===== config.mk =====
export PLATFORM = sky130hd
export DESIGN_NAME = moore_jk_array
export DESIGN_NICKNAME = d
export VERILOG_FILES = /design/src/rtl/moore_jk_array.sv
export SDC_FILE = /design/constraint.sdc
export NUM_CORES = 1
export LEC_CHECK = 0
export BUFFER_PORTS_ARGS = -buffer_cell sky130_fd_sc_hd__buf_2
export CAP_MARGIN = 10
export CORE_MARGIN = 3
export CORE_UTILIZATION = 60
export DETAILED_ROUTE_END_ITERATION = 6
export PLACE_DENSITY = 0.85
export SLEW_MARGIN = 5
export SYNTH_ARGS = -nofsm -noshare
export SYNTH_HDL_FRONTEND = slang
export SYNTH_SLANG_ARGS = --single-unit

===== constraint.sdc =====
create_clock -name clk -period 5.41 [get_ports clk]
set_input_delay 0.541 -clock clk [delete_from_list [all_inputs] [get_ports clk]]
set_output_delay 0.541 -clock clk [all_outputs]
set_load 0.05 [all_outputs]

===== src/rtl/moore_jk_array.sv =====
// Bank of CH independent two-state JK Moore machines with per-channel lockout and rise/fall pulses.
// Optional per-channel saturating transition counters: define MOORE_JK_ARRAY_EVCNT_EN.
//
// state | meaning
// S0    | channel level low (y[i] = 0)
// S1    | channel level high (y[i] = 1)
module moore_jk_array #(
    parameter int CH      = 4,
    parameter int DWELL_W = 4
) (
    input  logic               clk,
    input  logic               rst_n,
`ifdef MOORE_JK_ARRAY_EVCNT_EN
    input  logic               evcnt_clr,
    output logic [CH*8-1:0]    evcnt,
`endif
    input  logic [CH-1:0]      j,
    input  logic [CH-1:0]      k,
    input  logic [1:0]         mode,
    input  logic [DWELL_W-1:0] dwell,
    output logic [CH-1:0]      y,
    output logic [CH-1:0]      rise,
    output logic [CH-1:0]      fall,
    output logic [CH-1:0]      busy
);

    typedef enum logic {
        S0 = 1'b0,
        S1 = 1'b1
    } jk_state_e;

    localparam logic [DWELL_W-1:0] CNT_ONE = 1;

    jk_state_e          st   [CH];
    jk_state_e          nxt  [CH];
    logic [DWELL_W-1:0] cnt  [CH];
    logic [CH-1:0]      fire;

    // fire marks a real level change on an unlocked channel; redundant requests never fire
    always_comb begin
        fire = '0;
        y    = '0;
        busy = '0;
        for (int i = 0; i < CH; i++) begin
            nxt[i] = st[i];
            case ({j[i], k[i]})
                2'b10: nxt[i] = S1;
                2'b01: nxt[i] = S0;
                2'b11: begin
                    case (mode)
                        2'b01:   nxt[i] = jk_state_e'(~st[i]);
                        2'b10:   nxt[i] = S1;
                        2'b11:   nxt[i] = S0;
                        default: nxt[i] = st[i];
                    endcase
                end
                default: nxt[i] = st[i];
            endcase
            fire[i] = (cnt[i] == '0) && (nxt[i] != st[i]);
            y[i]    = st[i];
            busy[i] = (cnt[i] != '0);
        end
    end

    always_ff @(posedge clk or negedge rst_n) begin
        if (!rst_n) begin
            for (int i = 0; i < CH; i++) begin
                st[i]  <= S0;
                cnt[i] <= '0;
            end
            rise <= '0;
            fall <= '0;
        end else begin
            for (int i = 0; i < CH; i++) begin
                if (fire[i]) begin
                    st[i]   <= nxt[i];
                    cnt[i]  <= dwell;
                    rise[i] <= (nxt[i] == S1);
                    fall[i] <= (nxt[i] == S0);
                end else begin
                    rise[i] <= 1'b0;
                    fall[i] <= 1'b0;
                    if (cnt[i] != '0) begin
                        cnt[i] <= cnt[i] - CNT_ONE;
                    end
                end
            end
        end
    end

`ifdef MOORE_JK_ARRAY_EVCNT_EN
    logic [7:0] ev [CH];

    // clear wins over a same-cycle increment; counters stick at 255
    always_ff @(posedge clk or negedge rst_n) begin
        if (!rst_n) begin
            for (int i = 0; i < CH; i++) begin
                ev[i] <= '0;
            end
        end else begin
            for (int i = 0; i < CH; i++) begin
                if (evcnt_clr) begin
                    ev[i] <= '0;
                end else if (fire[i] && (ev[i] != 8'hFF)) begin
                    ev[i] <= ev[i] + 8'd1;
                end
            end
        end
    end

    always_comb begin
        evcnt = '0;
        for (int i = 0; i < CH; i++) begin
            evcnt[8*i +: 8] = ev[i];
        end
    end
`endif

endmodule


==> reports/metrics.csv <==
metric;value;unit
hold_viol;0;
hpwlAfterDp;2920;µm
setup_viol;0;
arrival;1960;ps
final_util;70.7;%
clkTransAtPathRegs;160;ps
drt_iter0_markers;104;
drt_first_pass_iters;4;
syn_avg_cell_area;10.2;µm²
synth_cells;174;
fin_tns_setup;0;ps
area_growth;10.4;%
multi_input_area;972;µm²
grt_pass1_vias;1415;
final_nets;228;
irDropWorstVdd;0.000366;V
path_class;flop to primary output;
die_w;60.5;µm
fmax;400;MHz
via_count;1496;
cts_setup_buffers;0;
gp_congestion;0.844;
synth_edf_count;0;
htree_levels;1;
grt_util_all_layers;22.9;%
fill_cells;204;
place_ws;3310;ps
vias_per_cell;6.39;
port_buffers;31;
asyncSetResetFlopFracSynth;100;%
cp_slowest_stage_delay;460;ps
p_leak;0.888;nW
dieArea;3660;µm²
syn_area;1780;µm²
antenna_cells;0;
clkLatencyLatePin;340;ps
p_total;0.990;mW
crit_path_end_kind;primary output;
numCtsBuffers;3;
finalWirelength;3870;µm
yosysWarningCount;0;
num_rows;19;
cts_tree;yes;
die_y;60.5;µm
tightest_slew;629;ps
synthFlopType;dfrtp_1;
clock-sinks;28;
register_area;701;µm²
max_cap_violations;0;
period_minus_slack;2500;ps
synthDistinctLibCells;40;
drv_slew;0;
rsz0062_at_grt;false;
overflow;0;
cts_hold_buf;0;
synth_seq_area_share;39.4;%
grt_max_degree;29;
status;complete, no violations;
ctsLongestPathBuffers;2;
drc;0;
setup_ws;2910;ps
skew;10.4;ps
powerDensity;504;nW/µm²
crit_fanout;8;
antenna_found_initial;0;
syn_nets;198;
synth-seq-cells;28;
pin_count;32;
critPathLaunchType;flop;
hp-class;input pin to async pin;
drive_above_1_share;24.1;%
crit_chain;inv_1 -> ha_1 -> nor3b_4 -> clkinv_1 -> buf_2;
final_antenna_net_count;0;
core_area;2780;µm²
cp_slowest_cell;dfrtp_1;
period_share;46.2;%
critPathRequiredTime;4870;ps
grt_pass1_wl;6260;µm
max_slew_margin;58.1;%
post_cts_resized;0;
wl_per_cell;16.5;µm
start_util;64.0;%
clock-root-buffer;clkbuf_4;
## final timing paths
check	from	to	slack [ps]	depth (start not counted)
hold reg to reg	cnt[11]$_DFFE_PN0P_	cnt[11]$_DFFE_PN0P_	550	1
max in group asynchronous	rst_n	cnt[5]$_DFFE_PN0P_	4800	1
hold / removal	rst_n	rise[3]$_DFF_PN0_	200	1
setup / recovery	cnt[0]$_DFFE_PN0P_	busy[3]	2910	5
min in group clk	k[2]	rise[2]$_DFF_PN0_	430	2
setup reg to reg	cnt[4]$_DFFE_PN0P_	cnt[5]$_DFFE_PN0P_	3440	6
## worst max-delay path, delay by kind of cell, from the launching register on
family,cells,cell delay (ps)
buffers and inverters,3,650
adder cells (fa/ha/maj),1,180
AND/OR/NAND/NOR,1,320
flip-flops,1,460
## sequential cells by signal (all words and copies together) (netlist names)
signal,flops
cnt,16
y,4
fall,4
rise,4
## routing by layer
| layer | GRT usage [%] | up-vias | routed length (µm) |
|---|---|---|---|
| met5 | 0 | - | 0 |
| met4 | 9.60 | 0 | 63 |
| met3 | 4.47 | 6 | 225 |
| met2 | 38.0 | 47 | 1900 |
| met1 | 29.3 | 729 | 1680 |
| li1 | - | 714 | - |
## final cells by class
type | instances | area share (%)
multi-input cells | 124 | 49.5
flip-flops and latches | 28 | 35.6
repair buffers | 31 | 7.89
inverters | 16 | 3.18
well taps | 31 | 1.97
clock buffers | 4 | 1.85
## power by group
part           switching, mW  internal (mW)
clock                 0.0646         0.0413
combinational          0.275          0.205
sequential             0.116          0.289
total                  0.455          0.535
## cell families (layout without fill, tap and decap cells)
kind of cell | after synthesis | after routing | share of synthesized area [%]
AO/OA/AOI/OAI | 47 | 47 | 18.6
adder cells (fa/ha/maj) | 8 | 8 | 5.62
buffers and inverters | 22 | 51 | 6.04
XOR/XNOR | 5 | 5 | 2.88
multiplexers | 3 | 3 | 1.69
AND/OR/NAND/NOR | 61 | 61 | 25.9
flip-flops | 28 | 28 | 39.4
## Yosys cell counts (4+ instances only)
| library cell | number | area (µm²) |
|---|---|---|
| a21oi_1 | 7 | 35.0 |
| a221oi_1 | 6 | 52.6 |
| a32oi_1 | 4 | 35.0 |
| dfrtp_1 | 28 | 701 |
| ha_1 | 8 | 100 |
| inv_1 | 12 | 45.0 |
| nand2_1 | 7 | 26.3 |
| nand2b_1 | 4 | 25.0 |
| nor2_1 | 12 | 45.0 |
| nor2b_1 | 4 | 25.0 |
| nor3_1 | 9 | 45.0 |
| nor3b_4 | 4 | 75.1 |
| nor4_1 | 4 | 25.0 |
| o21ai_0 | 13 | 65.1 |
| xnor2_1 | 4 | 35.0 |
## metrics by stage
step	cells	hold slack, ps	cell area, µm²
floorplan	174	245	1780
global placement	230	519	1930
detailed placement	230	531	1930
CTS	234	216	1970
global route	234	225	1970
finish	234	197	1970
## placed cells by master, fill, tap and decap left out, drive strengths merged
| master | count |
|---|---|
| a31oi | 1 |
| o41ai | 1 |
| o21ai | 13 |
| nor3b | 4 |
| xnor2 | 5 |
| o21ba | 1 |
| nand3 | 3 |
| o22ai | 1 |
| nor2b | 4 |
| or4 | 1 |
| clkinv | 3 |
| inv | 13 |
| and3b | 3 |
| nor4b | 3 |
| buf | 31 |
| nor3 | 9 |
| clkbuf | 4 |
| o311a | 2 |
| a221oi | 6 |
| a21oi | 8 |
| nor2 | 12 |
| a32oi | 4 |
| a2111oi | 3 |
| ha | 8 |
| and4b | 3 |
| dfrtp | 28 |
| or3 | 1 |
| a311oi | 3 |
| o31ai | 3 |
| nand2 | 7 |
| mux2i | 3 |
| nor4 | 7 |
| nand2b | 4 |
| a211oi | 1 |
(Power assumes the default switching activity.)
